`src/rtl/sb_pkg.sv`:
```
// Shared types and helpers for the posted-write store buffer.
package sb_pkg;

    localparam int unsigned SB_DEPTH_DEFAULT = 4;
    localparam int unsigned SB_AW            = 32;
    localparam int unsigned SB_DW            = 32;

    typedef struct packed {
        logic [SB_AW-3:0] wadr;
        logic [SB_DW-1:0] data;
    } sb_entry_t;

    // Word address of a byte address; stores are word-sized only.
    function automatic logic [SB_AW-3:0] word_adr(input logic [SB_AW-1:0] byte_adr);
        return byte_adr[SB_AW-1:2];
    endfunction

endpackage

```
`src/rtl/store_buffer_if.sv`:
```
// Core-side store/load port plus memory-side drain handshake of the store buffer.
interface store_buffer_if #(
    parameter int unsigned DEPTH = sb_pkg::SB_DEPTH_DEFAULT
) ();
    localparam int unsigned CW = $clog2(DEPTH + 1);

    logic                     MemWrite;
    logic [sb_pkg::SB_AW-1:0] DataAdr;
    logic [sb_pkg::SB_DW-1:0] WriteData;
    logic                     MemRead;
    logic                     StallW;
    logic                     LoadHazard;
    logic                     mem_valid;
    logic [sb_pkg::SB_AW-1:0] mem_addr;
    logic [sb_pkg::SB_DW-1:0] mem_wdata;
    logic                     mem_ready;
    logic                     empty;
    logic [CW-1:0]            count;

    modport slave (
        input  MemWrite, DataAdr, WriteData, MemRead, mem_ready,
        output StallW, LoadHazard, mem_valid, mem_addr, mem_wdata, empty, count
    );

    modport master (
        output MemWrite, DataAdr, WriteData, MemRead, mem_ready,
        input  StallW, LoadHazard, mem_valid, mem_addr, mem_wdata, empty, count
    );

endinterface

```
`src/rtl/sb_fifo.sv`:
```
// In-order entry storage for the store buffer; exposes every slot's address
// and occupancy so the top can compare loads against all pending stores.
module sb_fifo
    import sb_pkg::*;
#(
    parameter  int unsigned DEPTH = SB_DEPTH_DEFAULT,
    localparam int unsigned PW    = $clog2(DEPTH),
    localparam int unsigned CW    = $clog2(DEPTH + 1)
) (
    input  logic                          clk,
    input  logic                          rst_n,
    input  logic                          i_enq,
    input  sb_entry_t                     i_entry,
    input  logic                          i_deq,
    output sb_entry_t                     o_head,
    output logic [CW-1:0]                 o_count,
    output logic [DEPTH-1:0]              o_valid,
    output logic [DEPTH-1:0][SB_AW-3:0]   o_wadr
);

    logic [PW-1:0] r_wr_ptr;
    logic [PW-1:0] r_rd_ptr;
    logic [CW-1:0] r_count;
    sb_entry_t     r_mem [DEPTH];

    always_ff @(posedge clk or negedge rst_n) begin
        if (!rst_n) begin
            r_wr_ptr <= '0;
            r_rd_ptr <= '0;
            r_count  <= '0;
            for (int i = 0; i < int'(DEPTH); i++) begin
                r_mem[i] <= '0;
            end
        end else begin
            if (i_enq) begin
                r_mem[r_wr_ptr] <= i_entry;
                r_wr_ptr        <= r_wr_ptr + PW'(1);
            end
            if (i_deq) begin
                r_rd_ptr <= r_rd_ptr + PW'(1);
            end
            case ({i_enq, i_deq})
                2'b10:   r_count <= r_count + CW'(1);
                2'b01:   r_count <= r_count - CW'(1);
                default: r_count <= r_count;
            endcase
        end
    end

    // A slot is live when its distance from the head is below the occupancy.
    always_comb begin
        for (int i = 0; i < int'(DEPTH); i++) begin
            o_wadr[i]  = r_mem[i].wadr;
            o_valid[i] = {1'b0, PW'(PW'(i) - r_rd_ptr)} < r_count;
        end
    end

    assign o_head  = r_mem[r_rd_ptr];
    assign o_count = r_count;

endmodule

```
`src/rtl/store_buffer.sv`:
```
// Posted-write buffer between the core data port and data memory: single-cycle
// store accept, in-order drain, stall only when full, load-after-store hazard flag.
module store_buffer
    import sb_pkg::*;
#(
    parameter int unsigned DEPTH = SB_DEPTH_DEFAULT
) (
    input  logic           clk,
    input  logic           reset,
    store_buffer_if.slave  sb
);

    localparam int unsigned CW = $clog2(DEPTH + 1);

    logic                        w_enq;
    logic                        w_deq;
    logic                        w_valid;
    logic                        w_full;
    logic                        w_hit;
    sb_entry_t                   w_in;
    sb_entry_t                   w_head;
    logic [CW-1:0]               w_count;
    logic [DEPTH-1:0]            w_vmask;
    logic [DEPTH-1:0][SB_AW-3:0] w_wadr;

    sb_fifo #(.DEPTH(DEPTH)) u_fifo (
        .clk     (clk),
        .rst_n   (reset),
        .i_enq   (w_enq),
        .i_entry (w_in),
        .i_deq   (w_deq),
        .o_head  (w_head),
        .o_count (w_count),
        .o_valid (w_vmask),
        .o_wadr  (w_wadr)
    );

    // A full buffer still takes a store when the head leaves in the same cycle.
    assign w_valid = (w_count != '0);
    assign w_full  = (w_count == CW'(DEPTH));
    assign w_deq   = w_valid & sb.mem_ready;
    assign w_enq   = sb.MemWrite & (~w_full | w_deq);
    assign w_in    = {word_adr(sb.DataAdr), sb.WriteData};

    // Incoming store is deliberately excluded; the draining head is included.
    always_comb begin
        w_hit = 1'b0;
        for (int i = 0; i < int'(DEPTH); i++) begin
            if (w_vmask[i] && (w_wadr[i] == word_adr(sb.DataAdr))) begin
                w_hit = 1'b1;
            end
        end
    end

    assign sb.StallW     = sb.MemWrite & ~w_enq;
    assign sb.LoadHazard = sb.MemRead & w_hit;
    assign sb.mem_valid  = w_valid;
    assign sb.mem_addr   = w_valid ? {w_head.wadr, 2'b00} : '0;
    assign sb.mem_wdata  = w_valid ? w_head.data : '0;
    assign sb.empty      = ~w_valid;
    assign sb.count      = w_count;

endmodule

```
`src/flat_wrapper.sv`:
```
// flat-port wrapper written by rule: the top's interface ports become plain ports
module store_buffer_flat import sb_pkg::*;
#(
    parameter int unsigned DEPTH = SB_DEPTH_DEFAULT
)
  (clk, reset, sb_MemWrite, sb_DataAdr, sb_WriteData, sb_MemRead, sb_mem_ready, sb_StallW, sb_LoadHazard, sb_mem_valid, sb_mem_addr, sb_mem_wdata, sb_empty, sb_count);
  store_buffer_if #(.DEPTH(DEPTH)) sb_i ();
  input  logic clk;
  input  logic reset;
  input wire logic [$bits(sb_i.MemWrite)-1:0] sb_MemWrite;
  input wire logic [$bits(sb_i.DataAdr)-1:0] sb_DataAdr;
  input wire logic [$bits(sb_i.WriteData)-1:0] sb_WriteData;
  input wire logic [$bits(sb_i.MemRead)-1:0] sb_MemRead;
  input wire logic [$bits(sb_i.mem_ready)-1:0] sb_mem_ready;
  output wire logic [$bits(sb_i.StallW)-1:0] sb_StallW;
  output wire logic [$bits(sb_i.LoadHazard)-1:0] sb_LoadHazard;
  output wire logic [$bits(sb_i.mem_valid)-1:0] sb_mem_valid;
  output wire logic [$bits(sb_i.mem_addr)-1:0] sb_mem_addr;
  output wire logic [$bits(sb_i.mem_wdata)-1:0] sb_mem_wdata;
  output wire logic [$bits(sb_i.empty)-1:0] sb_empty;
  output wire logic [$bits(sb_i.count)-1:0] sb_count;
  assign sb_i.MemWrite = sb_MemWrite;
  assign sb_i.DataAdr = sb_DataAdr;
  assign sb_i.WriteData = sb_WriteData;
  assign sb_i.MemRead = sb_MemRead;
  assign sb_i.mem_ready = sb_mem_ready;
  assign sb_StallW = sb_i.StallW;
  assign sb_LoadHazard = sb_i.LoadHazard;
  assign sb_mem_valid = sb_i.mem_valid;
  assign sb_mem_addr = sb_i.mem_addr;
  assign sb_mem_wdata = sb_i.mem_wdata;
  assign sb_empty = sb_i.empty;
  assign sb_count = sb_i.count;
  store_buffer #(.DEPTH(DEPTH)) u_core (.clk(clk), .reset(reset), .sb(sb_i));
endmodule
```
`config.mk`:
```
export PLATFORM = sky130hd
export DESIGN_NAME = store_buffer_flat
export DESIGN_NICKNAME = d
export VERILOG_FILES = /design/src/rtl/sb_pkg.sv /design/src/rtl/store_buffer_if.sv /design/src/rtl/sb_fifo.sv /design/src/rtl/store_buffer.sv /design/src/flat_wrapper.sv
export SDC_FILE = /design/constraint.sdc
export NUM_CORES = 1
export LEC_CHECK = 0
export CAP_MARGIN = 15
export CORE_MARGIN = 10
export CORE_UTILIZATION = 53
export DETAILED_ROUTE_END_ITERATION = 16
export HOLD_SLACK_MARGIN = 0.1
export PLACE_DENSITY = 0.9
export SYNTH_ARGS = -nofsm -noshare
export SYNTH_HDL_FRONTEND = slang
export SYNTH_SLANG_ARGS = --single-unit
export TNS_END_PERCENT = 10
```
`constraint.sdc`:
```
create_clock -name clk -period 2.5 [get_ports clk]
set_input_delay 0.5 -clock clk [delete_from_list [all_inputs] [get_ports clk]]
set_output_delay 0.5 -clock clk [all_outputs]
set_load 0.005 [all_outputs]
```
# Yosys cells after proc, flatten, opt, wreduce, memory -nomap -nowiden
# Cells that the tools add are included.
dict set report classes {
  add_sub_neg 8
  n_lt_le_gt_ge 7
  n_eq_ne 7
  mux 13
  n_bitwise 10
  n_reduce_logical 7
}
# operator n
set ops {}
lappend ops {{bitwise mux 248 bit} 1}
lappend ops {{two-way mux 62 bit} 3}
lappend ops {{binary-select mux 62 bit (select 2 bit)} 1}
lappend ops {{demux 62 bit (select 2 bit)} 1}
lappend ops {{equality test 30 bit} 4}
lappend ops {{two-way mux 32 bit} 2}
lappend ops {{< comparator 2 x 3 -> 1 bit} 4}
lappend ops {{greater-or-equal comparator 3 bit, second input constant} 2}
lappend ops {{inverter 2 -> 3 bit} 2}
lappend ops {{one-hot mux 3 bit (2 select lines)} 1}
lappend ops {{logical AND 1 bit} 5}
lappend ops {{adder 2 x 1 -> 2 bit, second input constant} 2}
lappend ops {{AND 1 bit} 4}
lappend ops {{two-way mux 1 bit} 4}
lappend ops {{subtractor 1 x 2 -> 2 bit, first input constant} 2}
lappend ops {{subtractor 2 bit, first input constant} 2}
lappend ops {{adder 3 x 1 -> 3 bit, second input constant} 1}
lappend ops {{equality test 3 bit, second input constant} 1}
lappend ops {{< comparator 3 x 1 -> 1 bit, second input constant} 1}
lappend ops {{inverter 1 bit} 3}
lappend ops {{nonzero test 3 bit} 1}
lappend ops {{subtractor 3 x 1 -> 3 bit, second input constant} 1}
lappend ops {{equality test 2 x 1 -> 1 bit, second input constant} 1}
lappend ops {{equality test 2 bit, second input constant} 1}
lappend ops {{other kinds (2)} 2}
dict set report totals {
  reg_bits 255
  input_bits 69
  out_inout_bits 71
  wordCells 63
}

# Depth between registers and ports, before layout
# Gate-level depths: netlist of run 1.
dict set report logic_depth {
  ltp_word 8
  depth_mapped 11
  ltp_nobuf 9
}

# Modules after synthesis
# A second synthesis of run 1 with hierarchy kept.
dict set report hier_totals {
  cells_unflattened 1015
  area_unflattened_um2 13917.1
}
# mod n_inst cells_per_inst area_each_um2 seq_area_each_um2
set modules_own_cells {}
lappend modules_own_cells {sb_fifo 1 770 12052.8 6381.1}
lappend modules_own_cells {store_buffer 1 245 1864.3 0.0}

# Least setup slack after synthesis of run 1
# No wires, ideal clock.
dict set report synth_path {
  path_kind {register to output}
  startpoint {register u_core.u_fifo.r_rd_ptr[0]}
  endpoint {output sb_LoadHazard}
  arrival_time_ns 1.967
  required_ns 2.000
  slack_ns 0.033
  path_stages_with_launch 9
  path_buffers 3
  path_cell_list {dfrtp_1 clkbuf_1 buf_2 buf_4 xnor2_1 inv_1 ha_1 a2111oi_0 or4_1}
}
dict set report synth_between {
  elab_chain_len 8
  elab_cells_between_ends 17
  cone_classes {4 x add/sub; 4 x order compare; 4 x mux; 1 x bitwise; 4 x reduce/logical}
}
# item line_no
set synth_rtl {}
lappend synth_rtl {{start, declared} sb_fifo.sv:22} ;# logic [PW-1:0] r_rd_ptr;
lappend synth_rtl {{start signal, assigned} sb_fifo.sv:40} ;# r_rd_ptr <= r_rd_ptr + PW'(1);
lappend synth_rtl {{subtractor 1 x 2 -> 2 bit} sb_fifo.sv:54} ;# o_valid[i] = {1'b0, PW'(PW'(i) - r_rd_ptr)} < r_count;
lappend synth_rtl {{< comparator 2 x 3 -> 1 bit} sb_fifo.sv:54}
lappend synth_rtl {{logical AND 1 bit} store_buffer.sv:49} ;# if (w_vmask[i] && (w_wadr[i] == word_adr(sb.DataAdr))) begin
lappend synth_rtl {{two-way mux 1 bit (3 in series)} store_buffer.sv:49}
lappend synth_rtl {{two-way mux 1 bit *} store_buffer.sv:49}
lappend synth_rtl {{AND 1 bit *} store_buffer.sv:56} ;# assign sb.LoadHazard = sb.MemRead & w_hit;
lappend synth_rtl {{end, declared} flat_wrapper.sv:16} ;# output wire logic [$bits(sb_i.LoadHazard)-1:0] sb_LoadHazard;
# Every way passes the cells marked *; elsewhere a longest branch is shown, timed or not.

# Final worst setup path of run 1
dict set report layout_path {
  startpoint {input sb_DataAdr[15]}
  endpoint {output sb_LoadHazard}
}
dict set report layout_between {
  elab_chain_len 7
  elab_cells_between_ends 13
  cone_classes {4 x eq/ne; 4 x mux; 1 x bitwise; 4 x reduce/logical}
}
# item line_no
set layout_rtl {}
lappend layout_rtl {{start, declared} flat_wrapper.sv:11} ;# input wire logic [$bits(sb_i.DataAdr)-1:0] sb_DataAdr;
lappend layout_rtl {{equality test 30 bit} store_buffer.sv:49}
lappend layout_rtl {{logical AND 1 bit} store_buffer.sv:49}
lappend layout_rtl {{two-way mux 1 bit (3 in series)} store_buffer.sv:49}
lappend layout_rtl {{two-way mux 1 bit *} store_buffer.sv:49}
lappend layout_rtl {{AND 1 bit *} store_buffer.sv:56}
# Marked as above.

==> results of run 1 <==
-- area by class of cell --
cell class	instances	area, um^2
antenna	3	7.51
clock buffer	44	902
clock inverter	8	103
fill	1691	8290
inverter	9	38.8
multi-input combinational	589	7540
sequential	255	6390
tap	341	427
timing repair buffer	322	3260
-- power by group --
group,switching [uW],total [uW],internal (uW)
sequential,1650,7940,6290
clock,1740,4420,2680
combinational,5800,15800,9970
total,9200,28100,18900
-- worst paths after layout --
check	startpoint	end	slack, ns	depth (start not counted)
hold reg to reg	u_core.u_fifo.r_mem[68]	u_core.u_fifo.r_mem[68]	0.50	1
min in group asynchronous	reset	u_core.u_fifo.o_wadr[84]	0.52	2
setup / recovery	sb_DataAdr[15]	sb_LoadHazard	-0.49	8
hold / removal	sb_DataAdr[28]	u_core.u_fifo.o_wadr[26]	0.44	2
setup reg to reg	u_core.u_fifo.o_count[1]	u_core.u_fifo.o_count[1]	0.06	10
max in group asynchronous	reset	u_core.u_fifo.r_mem[82]	1.27	3
-- kinds of logic after synthesis --
group                    Yosys count
AO/OA/AOI/OAI                     21
XOR/XNOR                         126
adder cells (fa/ha/maj)            9
buffers and inverters             90
flip-flops                       255
multiplexers                     310
other                              1
AND/OR/NAND/NOR                  121
-- registers in the layout (all words and copies together) (netlist names) --
register and cells:
u_core.u_fifo.r_rd_ptr 2, u_core.u_fifo.r_mem 128, u_core.u_fifo.r_wr_ptr 2, u_core.u_fifo.o_count 3
u_core.u_fifo.o_wadr 120
-- per-stage QoR --
| step | instance area (um^2) | std cells |
|---|---|---|
| after global placement | 17100 | 1500 |
| after global routing | 18700 | 1570 |
| after floorplan | 14500 | 934 |
| after detailed placement | 17100 | 1500 |
| after CTS | 18500 | 1564 |
| final | 18700 | 1571 |
-- metal layers --
layer  wire length, um  vias up
li1                  -     3861
met1             16500     4697
met2             19000      295
met3              2310       59
met4               884        4
met5                14        -
-- Yosys cell counts, types with 2 or more instances --
cell         n  area (um^2)
nor4_1      24          150
mux2_4     240         3600
nand2_8      4         80.1
a21oi_1      7         35.0
inv_1        8         30.0
buf_12      25          500
o21ai_0      3         15.0
dfrtp_1    255         6380
xor2_1     114          998
clkbuf_8     2         27.5
nand4_1      8         50.1
nor3_1       4         20.0
buf_4        6         45.0
clkbuf_1    13         48.8
mux4_2      62         1400
ha_1         8          100
nand2_1      5         18.8
buf_2       34          170
a2111oi_0    4         35.0
a31oi_1      2         12.5
xnor2_1     12          105
and2_1      62          388
mux2_2       8         90.1
nand3_1      6         30.0
-- worst reg2reg max path, cell delays in order (launching register included) --
cell and delay [ns]:
dfrtp_1 0.38, inv_1 0.27, buf_4 0.22, nand3_2 0.11, buf_4 0.22, nand2_1 0.10, fa_1 0.42, o21bai_1 0.17
a31oi_1 0.16, o21ai_0 0.11, a22oi_1 0.19
-- repair_timing --
action                                 CTS  global route
setup endpoints to repair               66            67
gates resized for setup                281            65
setup buffers                            5             6
gates cloned                             6             0
endpoints found under the hold margin   59             0
pin swaps                               32            16
hold buffers                             1             0
==> flow_summary.toml, run 1 <==
[status]
outcome = "finished with violations"
violations = "setup timing"

[worst_setup_path]
critical_path_required_ns = 2.00
critPathArrivalTime_ns = 2.49
crit_slowest_cell = "or4_4"
criticalPathCategory = "input pin to primary output"
worst-path-max-fanout = 3
crit_buf_inv = 3
max_stage_delay_ns = 0.52
cpLargestDelayFamily = "buffers and inverters"
path_cells = "clkdlybuf4s50_1, buf_4, xor2_1, nor4_2, nand4_1, a2111oi_2, or4_4, buf_6"
start_kind = "input pin"
critPathCaptureType = "primary output"

[synthesis]
synth_edf_count = 0
yosys_warnings = 0
postSynthCellCount = 933
synth_cell_types = 41
synth.area.mux_share = 0.352
yosysSeqAreaShare = 0.441
syn_area_um2 = 14500
synth_top_family_by_area = "multiplexers"
synth_compound_area_frac = 0.00951
synth_top_flop_cell = "dfrtp_1"
yosys.area_share.simple = 0.0557
synth-xor-area-share = 0.0762
synth_area_per_cell_um2 = 15.5
ys_async_sr_fraction = 1.00
synth_adder_area_share = 0.00830
ys_ff_latch = 255

[routing]
drc_errors = 0
viasPerCell = 5.68
detail_route.wl_per_cell_um = 24.6
dr.pass1.iters = 5
final_antenna_net_count = 0
drt-total-wl_um = 38600
drt_iter0_drc = 681
via_count = 8916

[global_route]
track_usage = 0.224
grt_pass1_vias = 9824
grt_pass1_wl_um = 59700
use_met3 = 0.0435
grt_max_degree = 64
grt_use_met1 = 0.296
grt_busiest_layer = "met2"
grt.overflow.total = 0
grt_use_met2 = 0.371
antenna_found_initial = 6

[floorplanning]
die_h_um = 185
start_util = 0.537
io_pins = 140
core_area_um2 = 27000
rows = 60
die_w_um = 185
dieArea_um2 = 34300

[timing]
clock.fmax_mhz = 335
slew_headroom = 0.625
holdWs_ns = 0.437
worst_pin_slew_ns = 0.563
drv_slew = 0
hold_viol = 0
skew_ns = 0.00952
setup_tns_ns = -15.95
finalCritPeriodShare = 1.20
rsz0062_at_grt = "yes"
fin_ws_ns = -0.488
setup_viol = 66
fin_crit_ns = 2.99

[layout]
nNetsFinal = 1284
final_common_cell = "dfrtp_1"
final_util = 0.693
areaGrowthSynthToFinish_pct = 28.9
mostFrequentLayoutCells = "252 x dfrtp_1, 240 x mux2_4, 142 x buf_4"
drive_gt1_frac = 0.540

[placement]
port_buffers = 135
dp_hpwl_um = 25100
gp_congestion = 0.935
dp_slack_ns = -1.12

[min_path]
hold_class = "input pin to flip-flop"

[clocking]
cts_root_buf = "clkbuf_16"
cts_tree = "yes"
clk_path_buf_depth = 3
cts_max_level = 1
cts_buffers = 29
clock-sinks = 255
path_clk_slew_ns = 0.06
clkLatencyLatePin_ns = 0.55

[power]
ir_drop_uv = 938
powerDensity_nw_per_um2 = 1510
power_uw = 28100
p_leak_uw = 0.00906

[run]
cap_violations = 0
No activity file was read; power rests on OpenSTA's default activity.
==> run 2, diff against run 1 <==
--- a/config.mk
+++ b/config.mk
@@ -8,8 +8,10 @@
 export CAP_MARGIN = 15
 export CORE_MARGIN = 10
 export CORE_UTILIZATION = 53
+export CTS_CLUSTER_DIAMETER = 200
 export DETAILED_ROUTE_END_ITERATION = 16
 export HOLD_SLACK_MARGIN = 0.1
+export MAX_ROUTING_LAYER = met4
 export PLACE_DENSITY = 0.9
 export SYNTH_ARGS = -nofsm -noshare
 export SYNTH_HDL_FRONTEND = slang
==> run 2 against run 1 <==
The run still ends with setup timing left. Worst hold slack got worse by 0.11 ns. Combinational power about the same. Sequential power about the same. Register-to-register slack improved by 0.25 ns. Setup slack lost 0.030 ns. Highest routed layer is now met4. Largest cell class unchanged. Critical path depth rose by 1. Final area up 0.23%. Wire length fell by 0.36%. First-iteration DRC count decreased by 27%. Clock power barely moved. Clock-buffer cell count down 3. Fmax fell by 1.0%.
==> flow_summary.toml, run 2 (synthesized netlist as in run 1, its figures left out) <==
[status]
outcome = "finished with violations"
violations = "setup timing"

[min_path]
hold_class = "input pin to flip-flop"
whs_endpoint = "u_core.u_fifo.o_wadr[62]"
whs_path_depth = 2
min_from = "sb_DataAdr[4]"

[clocking]
clock-sinks = 255
cts_buffers = 29
cts_tree = "yes"
path_clk_slew_ns = 0.06
clk_path_buf_depth = 3
clkLatencyLatePin_ns = 0.54
cts_root_buf = "clkbuf_16"
cts_max_level = 1

[floorplanning]
die_w_um = 185
die_h_um = 185
rows = 60
start_util = 0.537
dieArea_um2 = 34300
io_pins = 140
core_area_um2 = 27000

[layout]
mostFrequentLayoutCells = "253 x dfrtp_1, 240 x mux2_4, 156 x buf_4"
top_register = "u_core.u_fifo.r_mem"
final_util = 0.694
areaGrowthSynthToFinish_pct = 29.2
drive_gt1_frac = 0.558
nNetsFinal = 1297
largest_reg_flops = 128
num-fill-cells = 1698
final_common_cell = "dfrtp_1"

[global_route]
grt_pass1_vias = 10037
grt_pass1_wl_um = 59100
grt.overflow.total = 0
antenna_found_initial = 5
track_usage = 0.228
grt_max_degree = 71

[worst_setup_path]
crit_slowest_cell = "or4_4"
critical_path_required_ns = 2.00
cp_common_cell = "buf_4"
worst-path-max-fanout = 8
max_stage_delay_ns = 0.58
criticalPathCategory = "input pin to primary output"
r2r_slack_ns = 0.31
critPathCaptureType = "primary output"
critPathArrivalTime_ns = 2.52
rr_worst_depth = 10
path_cells = "clkdlybuf4s50_1, buf_4, buf_4, xor2_1, nor3_1, nand3_1, a2111oi_4, or4_4, buf_6"
start_kind = "input pin"
r2r_end = "u_core.u_fifo.o_count[1]"
r2r_start = "u_core.u_fifo.o_count[1]"

[timing]
slew_headroom = 0.644
drv_slew = 0
worst_pin_slew_ns = 0.533
setup_tns_ns = -17.31
fin_ws_ns = -0.518
rsz0062_at_grt = "yes"
skew_ns = 0.0161
setup_viol = 64
hold_viol = 0
fin_crit_ns = 3.02
clock.fmax_mhz = 331
finalCritPeriodShare = 1.21

[routing]
viasPerCell = 5.71
detail_route.wl_per_cell_um = 24.3
via_count = 9040
drt_iter0_drc = 500
dr.pass1.iters = 5
drt-total-wl_um = 38500
drc_errors = 0
final_antenna_net_count = 0

[placement]
dp_hpwl_um = 25700
gp_congestion = 0.938
port_buffers = 135

[power]
powerDensity_nw_per_um2 = 1520
ir_drop_uv = 941
p_leak_uw = 0.00907

[run]
cap_violations = 0
run 2: cell count changes in the layout (fill, tap and decap cells not counted), moves of 3 or more:
cell and change:
and2_1 -11, and2_4 +11, buf_2 -8, buf_4 +14
clkbuf_2 +15, clkbuf_8 -3, clkdlybuf4s15_1 -16, clkinv_2 +3
dlygate4sd2_1 +19, dlymetal6s2s_1 -12
run 2: per-layer routing:
metal	share of wire	GRT usage	wire [um]	vias to the layer above
met5	0	-	0	-
met4	0.026	0.0744	1010	0
met3	0.063	0.0460	2430	74
met2	0.49	0.365	19000	292
met1	0.42	0.285	16100	4771
li1	-	-	-	3903
run 2: layout make-up:
cell class,count,area (um^2),area share
clock inverters,9,126,0.00676
inverters,9,38.8,0.00207
clock buffers,41,861,0.0460
diodes,4,10.0,0.000535
well taps,341,427,0.0228
multi-input cells,589,7590,0.406
flip-flops and latches,255,6390,0.341
repair buffers,335,3270,0.175
run 2: report_power, final:
part,total [uW],internal [uW],switching [uW]
Clock,4390,2690,1710
Sequential,7920,6290,1630
Combinational,16100,10200,5880
Total,28400,19200,9220
run 2: critical path, delay by kind of cell:
family                 cells  cell delay [ns]
AND/OR/NAND/NOR            3             0.81
buffers and inverters      4             0.90
XOR/XNOR                   1             0.22
AO/OA/AOI/OAI              1             0.07
run 2: what timing repair did:
action                                  in CTS  in global routing
hold buffers                                 1                  0
pin swaps                                   28                 10
endpoints found under the setup margin      66                 66
setup buffers                               10                  6
gates resized for setup                    271                 79
hold endpoints to repair                    39                  0
cloned                                       4                  0
run 2: worst max-delay path by stage:
stage | start | endpoint | slack, ns | cells after the start
floorplan | u_core.u_fifo.r_rd_ptr[0] | sb_LoadHazard | 0.03 | 8
global placement | sb_DataAdr[27] | sb_LoadHazard | -1.15 | 8
detailed placement | sb_DataAdr[27] | sb_LoadHazard | -1.10 | 8
CTS | u_core.u_fifo.r_rd_ptr[0] | sb_LoadHazard | -0.50 | 8
global route | u_core.u_fifo.r_rd_ptr[0] | sb_LoadHazard | -0.54 | 8
finish | sb_DataAdr[24] | sb_LoadHazard | -0.52 | 9
run 2: metrics by stage:
| stage | total power [uW] | area, um^2 | worst slack (ns) | instances | hold slack, ns |
|---|---|---|---|---|---|
| after detailed placement | 22400 | 17100 | -1.10 | 1508 | 0.418 |
| after global placement | 21900 | 17100 | -1.15 | 1508 | 0.423 |
| after CTS | 28000 | 18600 | -0.497 | 1573 | 0.470 |
| after floorplan | 16500 | 14500 | 0.0331 | 934 | 0.204 |
| after global routing | 29700 | 18700 | -0.537 | 1583 | 0.308 |
| final | 28400 | 18700 | -0.518 | 1583 | 0.328 |
==> run 3, diff against run 2 <==
--- a/config.mk
+++ b/config.mk
@@ -7,12 +7,13 @@
 export LEC_CHECK = 0
 export CAP_MARGIN = 15
 export CORE_MARGIN = 10
-export CORE_UTILIZATION = 53
+export CORE_UTILIZATION = 56
 export CTS_CLUSTER_DIAMETER = 200
 export DETAILED_ROUTE_END_ITERATION = 16
+export DONT_BUFFER_PORTS = 1
 export HOLD_SLACK_MARGIN = 0.1
 export MAX_ROUTING_LAYER = met4
-export PLACE_DENSITY = 0.9
+export PLACE_DENSITY = 0.86
 export SYNTH_ARGS = -nofsm -noshare
 export SYNTH_HDL_FRONTEND = slang
 export SYNTH_SLANG_ARGS = --single-unit
==> run 3 against run 2 <==
The run ends with hold timing, setup timing left. First-iteration DRC count increased by 5.2%. Fmax increased by 6.3%. Total power decreased by 13%. Wire length decreased by 8.7%. Die area decreased by 4.8%. Critical path depth decreased by 4. Non-clock buffer count decreased by 233. Critical path type is now flip-flop to primary output. Critical endpoint unchanged. Highest routed layer unchanged.
==> flow_summary.toml, run 3 (synthesized netlist as in run 1, its figures left out) <==
[worst_setup_path]
critPathArrivalTime_ns = 2.34
critPathCaptureType = "primary output"
start_kind = "flip-flop"
criticalPathCategory = "flip-flop to primary output"
worst-path-max-fanout = 3
critical_path_required_ns = 2.00

[floorplanning]
rows = 58
dieArea_um2 = 32700
start_util = 0.572
io_pins = 140
die_w_um = 181
core_area_um2 = 25300
die_h_um = 181

[global_route]
grt_pass1_wl_um = 55400
grt_max_degree = 256
antenna_found_initial = 0
track_usage = 0.219
grt.overflow.total = 0
grt_pass1_vias = 9019

[run]
cap_violations = 0

[timing]
setup_viol = 51
holdWs_ns = -0.355
worst_pin_slew_ns = 0.865
finalCritPeriodShare = 1.14
rsz0062_at_grt = "yes"
skew_ns = 0.00788
drv_slew = 0
fin_crit_ns = 2.84
slew_headroom = 0.424
hold_viol = 255
setup_tns_ns = -5.57
clock.fmax_mhz = 352
fin_ws_ns = -0.339

[placement]
dp_hpwl_um = 21500
port_buffers = 0
gp_congestion = 0.941
dp_slack_ns = 0.0986
dp.cells = 1211

[layout]
largest_reg_flops = 128
diodes = 0
top_register = "u_core.u_fifo.r_mem"
drive_gt1_frac = 0.476
areaGrowthSynthToFinish_pct = 14.6
nNetsFinal = 1064
instances_no_fill = 1339
mostFrequentLayoutCells = "253 x dfrtp_1, 240 x mux2_4, 113 x xor2_1"
final_common_cell = "dfrtp_1"

[clocking]
cts_buffers = 29
cts_tree = "yes"
path_clk_slew_ns = 0.06
postCtsHoldBufs = 63
cts_root_buf = "clkbuf_16"
clock-sinks = 255
clkLatencyLatePin_ns = 0.55
clk_path_buf_depth = 3
cts_max_level = 1

[routing]
highest_layer = "met4"
dr_wl_met2_um = 17000
met1_length_um = 14800
drt-total-wl_um = 35200
dr.pass1.iters = 5
viasPerCell = 5.96
via_count = 7978
detail_route.wl_per_cell_um = 26.3
final_antenna_net_count = 0
drc_errors = 0
drt_iter0_drc = 526
route.met3.wl_um = 2440

[power]
ir_drop_uv = 878
power_uw = 24700
p_leak_uw = 0.00779
powerDensity_nw_per_um2 = 1490

[status]
violations = "hold timing, setup timing"
outcome = "finished with violations"

[min_path]
hold_class = "input pin to async pin"
## run 3: cell types whose count changed in the layout (fill, tap and decap cells not counted), moves of 4 or more
cell	delta
clkdlybuf4s50_1	-52
clkbuf_2	-22
buf_2	-5
buf_4	-135
nor4_1	+4
dlygate4sd2_1	-26
diode_2	-4
buf_6	-30
buf_16	-4
dlygate4sd3_1	+62
buf_12	-16
## run 3: what timing repair did
| action | CTS | global route |
|---|---|---|
| cloned | 2 | 0 |
| endpoints found under the setup margin | 63 | 63 |
| resized for setup | 30 | 57 |
| pin swaps | 16 | 12 |
| hold endpoints to repair | 502 | 255 |
| setup buffers | 2 | 7 |
## run 3: power by group
group          internal (uW)  total [uW]  switching, uW
Combinational           7460       12000           4540
Clock                   2900        4650           1750
Sequential              6290        8080           1800
Total                  16600       24700           8080
## run 3: final cells by class
type                    instances  area, um^2
multi-input cells             589        7530
clock inverters                14         205
flip-flops and latches        255        6390
clock buffers                  40         857
repair buffers                102        1150
fillers                      1714        8740
well taps                     330         413
inverters                       9        38.8
## run 3: final timing paths
check | slack [ns] | end | start | cells after the start
hold / removal | -0.36 | u_core.u_fifo.r_mem[188] | reset | 0
max in group asynchronous | 2.04 | u_core.u_fifo.r_rd_ptr[1] | reset | 0
setup / recovery | -0.34 | sb_LoadHazard | u_core.u_fifo.o_wadr[39] | 5
hold reg to reg | 0.50 | u_core.u_fifo.r_mem[88] | u_core.u_fifo.r_mem[88] | 1
min in group clk | 0.11 | u_core.u_fifo.o_wadr[107] | sb_DataAdr[19] | 1
setup reg to reg | 0.24 | u_core.u_fifo.r_mem[215] | u_core.u_fifo.o_count[0] | 7
## run 3: critical path: stages (launching register included)
cell	delay, ns
dfrtp_1	0.42
xor2_1	0.22
nor4_2	0.41
nand4_1	0.20
a2111oi_4	0.32
or4_4	0.21
## run 3: per-stage QoR
stage	utilization	area, um^2
floorplan	-	14500
global placement	0.571	14500
detailed placement	0.571	14500
CTS	0.646	16400
global route	0.655	16600
finish	0.655	16600
## run 3: per-layer routing
metal,vias to the layer above,track usage
li1,3422,-
met1,4240,0.278
met2,248,0.340
met3,68,0.0573
met4,0,0.0627
met5,-,-
